--- src/rtl/inst_fetch_if.sv ---
// Fetch-stage bus bundle: PC/stall/flush from the pipeline, the instruction
// memory read channel, and the registered IF/ID payload towards decode.
interface inst_fetch_if;
    logic [31:0] pc_i;
    logic [5:0]  stall;
    logic        flush_i;
    logic        mem_req_o;
    logic [31:0] mem_addr_o;
    logic        mem_ack_i;
    logic [31:0] mem_rdata_i;
    logic [31:0] if_pc_o;
    logic [31:0] if_inst_o;
    logic        if_valid_o;
    logic        stallreq_o;

    // master: the fetch stage itself
    modport master (
        input  pc_i, stall, flush_i, mem_ack_i, mem_rdata_i,
        output mem_req_o, mem_addr_o, if_pc_o, if_inst_o, if_valid_o, stallreq_o
    );

    // slave: pipeline control plus instruction memory around the fetch stage
    modport slave (
        output pc_i, stall, flush_i, mem_ack_i, mem_rdata_i,
        input  mem_req_o, mem_addr_o, if_pc_o, if_inst_o, if_valid_o, stallreq_o
    );
endinterface

--- src/rtl/inst_fetch.sv ---
// Instruction fetch stage: one outstanding memory read at a time, wrong-path
// reads drained (never abandoned), decode back-pressure absorbed by a one-entry buffer.
module inst_fetch #(
    parameter logic [31:0] INST_NOP = 32'h00000013
) (
    input  logic         clk,
    input  logic         rst,
    inst_fetch_if.master bus
);

    localparam logic [1:0] ST_IDLE = 2'd0;
    localparam logic [1:0] ST_WAIT = 2'd1;
    localparam logic [1:0] ST_HOLD = 2'd2;
    localparam logic [1:0] ST_DROP = 2'd3;

    logic [1:0]  state_reg, state_next;
    logic        req_reg, req_next;
    logic [31:0] addr_reg, addr_next;
    logic [31:0] hold_pc_reg, hold_pc_next;
    logic [31:0] hold_inst_reg, hold_inst_next;
    logic [31:0] if_pc_reg, if_pc_next;
    logic [31:0] if_inst_reg, if_inst_next;
    logic        if_valid_reg, if_valid_next;

    logic stall_if;
    logic flush;
    logic ack;
    logic unused_stall;

    assign stall_if     = bus.stall[1];
    assign flush        = bus.flush_i;
    assign ack          = bus.mem_ack_i;
    assign unused_stall = ^{bus.stall[5:2], bus.stall[0]};

    // Sequencing of the single outstanding read and the back-pressure buffer
    always_comb begin
        state_next     = state_reg;
        req_next       = req_reg;
        addr_next      = addr_reg;
        hold_pc_next   = hold_pc_reg;
        hold_inst_next = hold_inst_reg;
        case (state_reg)
            ST_IDLE: begin
                if (!flush) begin
                    addr_next  = bus.pc_i;
                    req_next   = 1'b1;
                    state_next = ST_WAIT;
                end
            end
            ST_WAIT: begin
                if (ack) begin
                    req_next = 1'b0;
                    if (!flush && stall_if) begin
                        hold_pc_next   = addr_reg;
                        hold_inst_next = bus.mem_rdata_i;
                        state_next     = ST_HOLD;
                    end else begin
                        state_next = ST_IDLE;
                    end
                end else if (flush) begin
                    state_next = ST_DROP;
                end
            end
            ST_DROP: begin
                // The wrong-path read must still complete before a new one starts.
                if (ack) begin
                    req_next   = 1'b0;
                    state_next = ST_IDLE;
                end
            end
            ST_HOLD: begin
                if (!stall_if || flush) begin
                    state_next = ST_IDLE;
                end
            end
            default: begin
                req_next   = 1'b0;
                state_next = ST_IDLE;
            end
        endcase
    end

    // IF/ID payload: flush beats stall, stall beats any new word
    always_comb begin
        if_pc_next    = if_pc_reg;
        if_inst_next  = if_inst_reg;
        if_valid_next = if_valid_reg;
        if (flush) begin
            if_pc_next    = 32'h0;
            if_inst_next  = INST_NOP;
            if_valid_next = 1'b0;
        end else if (stall_if) begin
            if_pc_next    = if_pc_reg;
            if_inst_next  = if_inst_reg;
            if_valid_next = if_valid_reg;
        end else if (state_reg == ST_WAIT && ack) begin
            if_pc_next    = addr_reg;
            if_inst_next  = bus.mem_rdata_i;
            if_valid_next = 1'b1;
        end else if (state_reg == ST_HOLD) begin
            if_pc_next    = hold_pc_reg;
            if_inst_next  = hold_inst_reg;
            if_valid_next = 1'b1;
        end else begin
            if_pc_next    = 32'h0;
            if_inst_next  = INST_NOP;
            if_valid_next = 1'b0;
        end
    end

    always_ff @(posedge clk or negedge rst) begin
        if (!rst) begin
            state_reg     <= ST_IDLE;
            req_reg       <= 1'b0;
            addr_reg      <= 32'h0;
            hold_pc_reg   <= 32'h0;
            hold_inst_reg <= 32'h0;
            if_pc_reg     <= 32'h0;
            if_inst_reg   <= INST_NOP;
            if_valid_reg  <= 1'b0;
        end else begin
            state_reg     <= state_next;
            req_reg       <= req_next;
            addr_reg      <= addr_next;
            hold_pc_reg   <= hold_pc_next;
            hold_inst_reg <= hold_inst_next;
            if_pc_reg     <= if_pc_next;
            if_inst_reg   <= if_inst_next;
            if_valid_reg  <= if_valid_next;
        end
    end

    // PC and IF hold whenever a fetch is in flight or parked
    assign bus.stallreq_o = (state_reg != ST_IDLE);
    assign bus.mem_req_o  = req_reg;
    assign bus.mem_addr_o = addr_reg;
    assign bus.if_pc_o    = if_pc_reg;
    assign bus.if_inst_o  = if_inst_reg;
    assign bus.if_valid_o = if_valid_reg;

endmodule

--- src/flat_wrapper.sv ---
// flat-port wrapper written by rule: the top's interface ports become plain ports
module inst_fetch_flat 
#(
    parameter logic [31:0] INST_NOP = 32'h00000013
)
  (clk, rst, bus_pc_i, bus_stall, bus_flush_i, bus_mem_ack_i, bus_mem_rdata_i, bus_mem_req_o, bus_mem_addr_o, bus_if_pc_o, bus_if_inst_o, bus_if_valid_o, bus_stallreq_o);
  inst_fetch_if bus_i ();
  input  logic clk;
  input  logic rst;
  input wire logic [$bits(bus_i.pc_i)-1:0] bus_pc_i;
  input wire logic [$bits(bus_i.stall)-1:0] bus_stall;
  input wire logic [$bits(bus_i.flush_i)-1:0] bus_flush_i;
  input wire logic [$bits(bus_i.mem_ack_i)-1:0] bus_mem_ack_i;
  input wire logic [$bits(bus_i.mem_rdata_i)-1:0] bus_mem_rdata_i;
  output wire logic [$bits(bus_i.mem_req_o)-1:0] bus_mem_req_o;
  output wire logic [$bits(bus_i.mem_addr_o)-1:0] bus_mem_addr_o;
  output wire logic [$bits(bus_i.if_pc_o)-1:0] bus_if_pc_o;
  output wire logic [$bits(bus_i.if_inst_o)-1:0] bus_if_inst_o;
  output wire logic [$bits(bus_i.if_valid_o)-1:0] bus_if_valid_o;
  output wire logic [$bits(bus_i.stallreq_o)-1:0] bus_stallreq_o;
  assign bus_i.pc_i = bus_pc_i;
  assign bus_i.stall = bus_stall;
  assign bus_i.flush_i = bus_flush_i;
  assign bus_i.mem_ack_i = bus_mem_ack_i;
  assign bus_i.mem_rdata_i = bus_mem_rdata_i;
  assign bus_mem_req_o = bus_i.mem_req_o;
  assign bus_mem_addr_o = bus_i.mem_addr_o;
  assign bus_if_pc_o = bus_i.if_pc_o;
  assign bus_if_inst_o = bus_i.if_inst_o;
  assign bus_if_valid_o = bus_i.if_valid_o;
  assign bus_stallreq_o = bus_i.stallreq_o;
  inst_fetch #(.INST_NOP(INST_NOP)) u_core (.clk(clk), .rst(rst), .bus(bus_i));
endmodule
--- config.mk ---
export PLATFORM = sky130hd
export DESIGN_NAME = inst_fetch_flat
export DESIGN_NICKNAME = d
export VERILOG_FILES = /design/src/rtl/inst_fetch_if.sv /design/src/rtl/inst_fetch.sv /design/src/flat_wrapper.sv
export SDC_FILE = /design/constraint.sdc
export NUM_CORES = 1
export LEC_CHECK = 0
export ABC_AREA = 1
export BUFFER_PORTS_ARGS = -buffer_cell sky130_fd_sc_hd__buf_2
export CORE_MARGIN = 5
export CORE_UTILIZATION = 49
export DETAILED_ROUTE_END_ITERATION = 8
export MAX_ROUTING_LAYER = met4
export PLACE_DENSITY = 0.77
export SLEW_MARGIN = 0
export SYNTH_ARGS = -nofsm -noshare
export SYNTH_HDL_FRONTEND = slang
export SYNTH_SLANG_ARGS = --single-unit
--- constraint.sdc ---
create_clock -name clk -period 1.4 [get_ports clk]
set_clock_uncertainty 0.05 [all_clocks]
set_input_delay 0.14 -clock clk [delete_from_list [all_inputs] [get_ports clk]]
set_output_delay 0.14 -clock clk [all_outputs]
set_load 0.05 [all_outputs]
# [After elaboration in Yosys (flattened, before gate mapping)]
# Index checks and enable logic that the tools add are counted.
[totals] regBits=164 in_bits=74
[classes] muxes=22 n_reduce_logical=13 bitwise_logic=1 eq_ne=9
[ops] op="$mux W32" count=8
[ops] op="$mux W2" count=6
[ops] op="$pmux W2 S4" count=1
[ops] op="$mux W1" count=6
[ops] op="$ne A2 B1 Y1 const B" count=3
[ops] op="$reduce_and A3 Y1" count=2
[ops] op="$eq A2 B2 Y1 const B" count=2
[ops] op="$ne A2 B2 Y1 const B" count=2
[ops] op="$reduce_and A4 Y1" count=1
[ops] op="$reduce_bool A2 Y1" count=2
[ops] op="$ne A3 B3 Y1 const B" count=1
[ops] op="$eq A2 B1 Y1 const B" count=1
[ops] op="$logic_and A1 B1 Y1" count=2
[ops] op="$logic_not A1 Y1" count=2
[ops] op="$logic_not A2 Y1" count=1
[ops] op="$pmux W1 S2" count=1
[ops] op="$reduce_and A2 Y1" count=1
[ops] op="$reduce_or A2 Y1" count=1
[ops] op="$logic_or A1 B1 Y1" count=1
[ops] op="$not A1 Y1" count=1

# [Logic depth before layout (Yosys ltp)]
# Gate-level depths: netlist (run 1).
[logic_depth] ltp_word=5 ltp_mapped=7 ltp_nobuf=6

# [Worst setup path after synthesis (run 1)]
# No wires, ideal clock.
[synth_timing] kind="reg2reg" start="register u_core.state_reg[0]" end="register u_core.state_reg[0]" setup_slack_ps=-97 stages_incl_launch_ff=8 setup_ps=121 arrival_time_ps=1326 synth_period_minus_slack_ps=1497 path_cell_list="dfrtp_1 inv_1 buf_2 nand2_1 nor2_1 nor2_1 nand3_1 nand2_1"
[synth_via] elab_chain_len=3 elab_cells_between_ends=10
[synth_rtl] element="start: declaration" line_no="inst_fetch.sv:16" rtl="logic [1:0] state_reg, state_next;"
[synth_rtl] element="start signal: assignment" line_no="inst_fetch.sv:122" rtl="state_reg <= state_next;"
[synth_rtl] element="$eq A2 B1 Y1 (tied with other cells)" line_no="inst_fetch.sv:42" rtl="case (state_reg)"
[synth_rtl] element="$ne A3 B3 Y1 (no source line) (tied with other cells)"
[synth_rtl] element="$reduce_and A4 Y1 (no source line)"
# Several ways; a longest one is shown, not always the timed one.
# A chain may end at the register's enable or synchronous reset.

# [Final worst setup path (run 1)]
[layout_timing] start="register u_core.state_reg[0]" end="register u_core.hold_inst_reg[19]"
[layout_via] elab_chain_len=2
[layout_rtl] element="$eq A2 B1 Y1" line_no="inst_fetch.sv:42"
[layout_rtl] element="$reduce_and A3 Y1 (no source line)"
[layout_rtl] element="end signal: assignment" line_no="inst_fetch.sv:126" rtl="hold_inst_reg <= hold_inst_next;"
[layout_rtl] element="end: declaration" line_no="inst_fetch.sv:20" rtl="logic [31:0] hold_inst_reg, hold_inst_next;"
# No other way between the ends.

==> results of run 1 <==
-- stage by stage --
step	setup TNS, ps	power [uW]	setup slack, ps	cell area [um^2]
3_3_place_gp	0	14700	9.15	8410
2_1_floorplan	0	12600	62.1	7280
5_1_grt	-8230	23000	-119	10700
3_5_place_dp	-216	14900	-28.2	8410
6_report	-3610	21900	-92.1	10700
4_1_cts	-47.5	20600	-34.0	9980
-- layer usage --
layer / track usage [%] / wire, um / up-vias
li1: - / - / 3422
met2: 38.7 / 11300 / 324
met3: 6.18 / 1670 / 43
met1: 31.1 / 9530 / 3518
met5: - / 0 / -
met4: 9.60 / 566 / 0
-- timing repair --
item,4_1_cts,5_1_grt
hold buffers,65,0
resized for setup,23,137
cloned,6,15
pin swaps,1,8
buffers inserted,7,1
setup endpoints to repair,40,136
hold endpoints to repair,255,0
-- power by group through the flow --
stage	sequential, uW	combinational (uW)	clock (uW)
floorplan	9510	3110	0
global placement	7290	7410	0
detailed placement	7340	7510	0
CTS	7250	8330	5020
global route	7720	10100	5200
finish	7540	9400	4960
-- layout by cell type, fill, tap and decap left out, drive strengths merged, types with 2 or more instances in the layout --
cell,Yosys,routed
nand2,473,475
buf,32,208
dfrtp,161,161
nand3,141,141
dlygate4sd3,0,65
clkbuf,29,36
o21ai,24,24
nor2,21,21
inv,19,19
a21oi,9,9
bufinv,0,4
clkinv,0,3
dfstp,3,3
diode,0,2
nand3b,2,2
or2,2,2
clkinvlp,0,2
-- critical path, stage by stage (launching register included) --
cell       delay (ps)
dfrtp_2           390
buf_6             130
nand2_4            50
nor2_4            150
buf_12            170
nand2_8            90
clkbuf_16         200
nand2_1            80
nand2_1            60
-- worst min-delay path by stage --
stage                        from                   endpoint  cells after the start
floorplan                     rst   u_core.bus.if_inst_o[10]                      0
global placement              rst  u_core.bus.mem_addr_o[16]                      1
detailed placement            rst  u_core.bus.mem_addr_o[16]                      1
global route        bus_mem_ack_i        u_core.state_reg[0]                      4
CTS                 bus_mem_ack_i        u_core.state_reg[0]                      4
finish              bus_mem_ack_i        u_core.state_reg[0]                      4
-- logic make-up after synthesis --
group           count (synthesis)
compound gates                 35
buf+inv                        80
flops                         164
simple gates                  639
-- cell type report --
type / instances / area [um^2] / share of cell area (%)
timing repair buffer: 287 / 2450 / 22.9
clock inverter: 9 / 150 / 1.40
inverter: 19 / 73.8 / 0.690
multi-input combinational: 676 / 3210 / 30.0
tap: 184 / 230 / 2.15
clock buffer: 23 / 478 / 4.46
antenna: 2 / 5.00 / 0.0468
sequential: 164 / 4110 / 38.4
==> flow_metrics.tcl, run 1 <==
set metrics [dict create \
    die_h_um 132 \
    via_per_inst 5.36 \
    synth_seq_cells 164 \
    ys_async_sr_fraction_pct 100 \
    worst_slack_ps -92.1 \
    setup.worst_path.start "u_core.state_reg[0]" \
    die_w_um 132 \
    yosysMostFrequentCell "nand2_1" \
    r2r-start "u_core.state_reg[0]" \
    syn_nets 992 \
    synth_common_cells "nand2_1, dfrtp_1, nand3_1, clkbuf_1, o21ai_0" \
    ir_worst_vdd_mv 1.31 \
    max_freq_ghz 0.670 \
    port_buffers 167 \
    htree_levels 4 \
    grt_pass1_vias 6891 \
    drc 0 \
    r2r_cells 8 \
    finalCritPeriodShare_pct 107 \
    num_vias 7307 \
    synth-main-ff-cell "dfrtp_1" \
    synth_cells 918 \
    cts_root_buffer "clkbuf_16" \
    min_period_ps 1490 \
    combPwrFrac_pct 42.9 \
    finalSetupViolCount 99 \
    dieArea_um2 17400 \
    synth_area_um2 7280 \
    critPathLaunchType "register" \
    yosysTopAreaCell "dfrtp_1" \
    pwr-share-seq_pct 34.4 \
    drive_gt1_share_pct 30.9 \
    wl_per_cell_um 16.9 \
    synth_compound_area_share_pct 2.47 \
    grt_max_degree 68 \
    antenna_left 0 \
    place_hpwl_um 12100 \
    status "complete, but fails checks" \
    coreArea_um2 14500 \
    synth_top_area_share_pct 55.3 \
    grt-ovfl-total 0 \
    drt_iter0_drc 624 \
    leakagePower_uw 0.00590 \
    endpoint "u_core.hold_inst_reg[19]" \
    critPathKind "reg2reg" \
    synth_top_family_by_area "simple AND/OR/NAND/NOR gates" \
    tightest_slew_ps 532 \
    cts_buffer_depth 2 \
    rsz0062_at_grt "yes" \
    cp_max_fo 5 \
    arrival_ps 1760 \
    cts_tree "done" \
    drv_cap 0 \
    p_clk_share_pct 22.7 \
    synthTopCellsByArea "dfrtp_1, nand2_1, nand3_1, o21ai_0, clkbuf_1" \
    place_inst 1237 \
    n_fill_cell 1051 \
    violations "negative setup slack" \
    avgSynthCellArea_um2 7.93 \
    clock_sinks 164 \
    start_util_pct 50.1 \
    timing.hold.ws_ps 52.1 \
    yosysWarningCount 0 \
    place_congestion 0.788 \
    maxSlewViolCount 0 \
    synth_xor_area_share_pct 0 \
    wirelength_um 23100 \
    synth.area.mux_share_pct 0 \
    pin_count 173 \
    synth-adder-area-share_pct 0 \
    stdcell_count 1364 \
    cts_inserted_buffers 17 \
    synth_edf_count 0 \
    min_path_type "in2reg" \
    synthSimpleGateAreaFrac_pct 35.8 \
    finalNetCount 1239 \
    area_delta_synth_final_pct 47.0 \
    synth_seq_area_share_pct 56.4 \
    worst_setup_path_end_kind "register" \
    reg2reg_slack_ps -90 \
    grt_pass1_wl_um 34300 \
    track_usage_pct 24.8 \
    r2r_end "u_core.hold_inst_reg[19]" \
    p_sw_uw 9300 \
    antenna_found_initial 2 \
    cp.required_ps 1660 \
    hold_viol_final 0 \
    fin_util_pct 73.7 \
    p_sw_share_pct 42.5 \
    synth_cell_types 22 \
    rows 44 \
    power_density_nw_per_um2 2050 \
    dr.pass1.iters 5 \
    clk_pin_slew_ps 60 \
    maxSlewHeadroom_pct 64.4 \
    internal_power_uw 12600 \
    clk_latency_ps 430 \
]
Power figures use the tool's default switching activity.
==> inputs of run 2 (changes only) <==
Settings changed: CELL_PAD_IN_SITES_DETAIL_PLACEMENT from default to 0, CELL_PAD_IN_SITES_GLOBAL_PLACEMENT from default to 1, CORE_UTILIZATION 49 to 35, HOLD_SLACK_MARGIN from default to 0.15, PLACE_DENSITY 0.77 to 0.76.
==> run 2 against run 1 <==
Against the previous run: the run still ends with negative setup slack left; register-to-register slack better by 110 ps; clock power decreased by 0.8%; sequential cell count unchanged; fmax is 6.3% higher; combinational power is 11% lower; sequential power down 3.8%; clock-buffer cell count shrank 4; critical endpoint is now bus_stallreq_o; largest cell class unchanged.
==> flow_metrics.tcl, run 2 (synthesis gave the netlist of run 1 again) <==
set metrics [dict create \
    status "complete, but fails checks" \
    violations "negative setup slack" \
    grt.busiest_layer "met2" \
    maxSlewViolCount 0 \
    mostFrequentLayoutCells "nand2_1, buf_2, dfrtp_1, nand3_1, dlygate4sd3_1" \
    hold_viol_final 0 \
    ir_worst_vdd_mv 1.17 \
    critPathKind "reg2out" \
    min_path_type "reg2reg" \
    htree_levels 4 \
    rows 52 \
    cts_root_buffer "clkbuf_16" \
    finalNetCount 1230 \
    n_fill_cell 1986 \
    leakagePower_uw 0.00568 \
    antenna_left 0 \
    die_h_um 154 \
    grt_pass1_vias 6502 \
    place_hpwl_um 13400 \
    rsz0062_at_grt "yes" \
    track_usage_pct 17.8 \
    clk_latency_ps 420 \
    dieArea_um2 23800 \
    final_area_um2 10100 \
    clk_pin_slew_ps 60 \
    place_area_um2 8690 \
    grt_max_degree 46 \
    arrival_ps 1210 \
    clock_sinks 164 \
    num_vias 6688 \
    max_freq_ghz 0.713 \
    cp.required_ps 1210 \
    diodes 0 \
    final_common_cell "nand2_1" \
    use_met1_pct 23.7 \
    critPathLaunchType "register" \
    power_density_nw_per_um2 2030 \
    cts_inserted_buffers 17 \
    cts_tree "done" \
    drive_gt1_share_pct 22.3 \
    die_w_um 154 \
    maxSlewHeadroom_pct 79.2 \
    cts_buffer_depth 2 \
    coreArea_um2 20400 \
    antenna_found_initial 0 \
    use_met2_pct 27.5 \
    tightest_slew_ps 308 \
    gr-usage-met3_pct 3.60 \
    dr.pass1.iters 5 \
    drc 0 \
    finalSetupViolCount 1 \
    wirelength_um 20700 \
    wl_per_cell_um 14.4 \
    fin_setup_tns_ps -3.47 \
    finalCritPeriodShare_pct 100 \
    grt-ovfl-total 0 \
    port_buffers 167 \
    grt_pass1_wl_um 33500 \
    worst_slack_ps -3.47 \
    pin_count 173 \
    drt_iter0_drc 417 \
    via_per_inst 4.65 \
    place_congestion 0.742 \
    finalPower_uw 20500 \
    area_delta_synth_final_pct 39.3 \
    cp_max_fo 3 \
    pre_cts_ws_ps -22.0 \
    worst_setup_path_end_kind "output port" \
    min_period_ps 1400 \
    start_util_pct 35.8 \
    drv_cap 0 \
]
[run 2: stage by stage]
step | utilization, % | hold WS, ps | std cells
after floorplan | - | -206 | 918
after global placement | 42.7 | -13.8 | 1332
after detailed placement | 42.7 | -12.9 | 1332
after CTS | 49.3 | 407 | 1437
after global routing | 49.8 | 437 | 1439
final | 49.8 | 415 | 1439
[run 2: path summary, 6_finish.rpt]
check                                         from                         to  slack (ps)  cells after the start
setup / recovery               u_core.state_reg[1]             bus_stallreq_o          -3                      4
hold / removal             u_core.hold_inst_reg[4]    u_core.hold_inst_reg[4]         410                      2
setup reg to reg               u_core.state_reg[1]   u_core.bus.mem_addr_o[3]          20                      6
hold reg to reg            u_core.hold_inst_reg[4]    u_core.hold_inst_reg[4]         410                      2
max in group asynchronous                      rst    u_core.hold_inst_reg[6]         120                      4
min in group asynchronous                      rst  u_core.bus.mem_addr_o[14]         640                      3
[run 2: where the power goes]
group	total (uW)	switching, uW	internal, uW
Combinational	8360	5750	2610
Clock	4920	1930	2990
Sequential	7250	976	6280
[run 2: worst max-delay path, cell delays in order (launching register included)]
cell and delay [ps]:
dfrtp_2 410, inv_1 80, buf_6 110, nand2_4 50, buf_12 140
[run 2: what timing repair did]
action,CTS,global route
gates cloned,0,2
buffers inserted,4,0
hold endpoints to repair,263,0
gates resized for setup,9,12
endpoints found under the setup margin,29,97
hold buffers,69,0
pin swaps,0,1
[run 2: per-layer routing]
metal,part of all wire (%),vias to the layer above
met5,0,-
met4,1.5,0
met1,47,3124
li1,-,3368
met2,47,170
met3,4.6,26
[run 2: area by class of cell]
cell class,count,area (um^2),area share [%]
flip-flops and latches,164,4110,40.5
multi-input cells,674,2820,27.8
repair buffers,280,2180,21.5
clock buffers,19,433,4.27
well taps,270,338,3.33
clock inverters,13,180,1.78
inverters,19,73.8,0.728
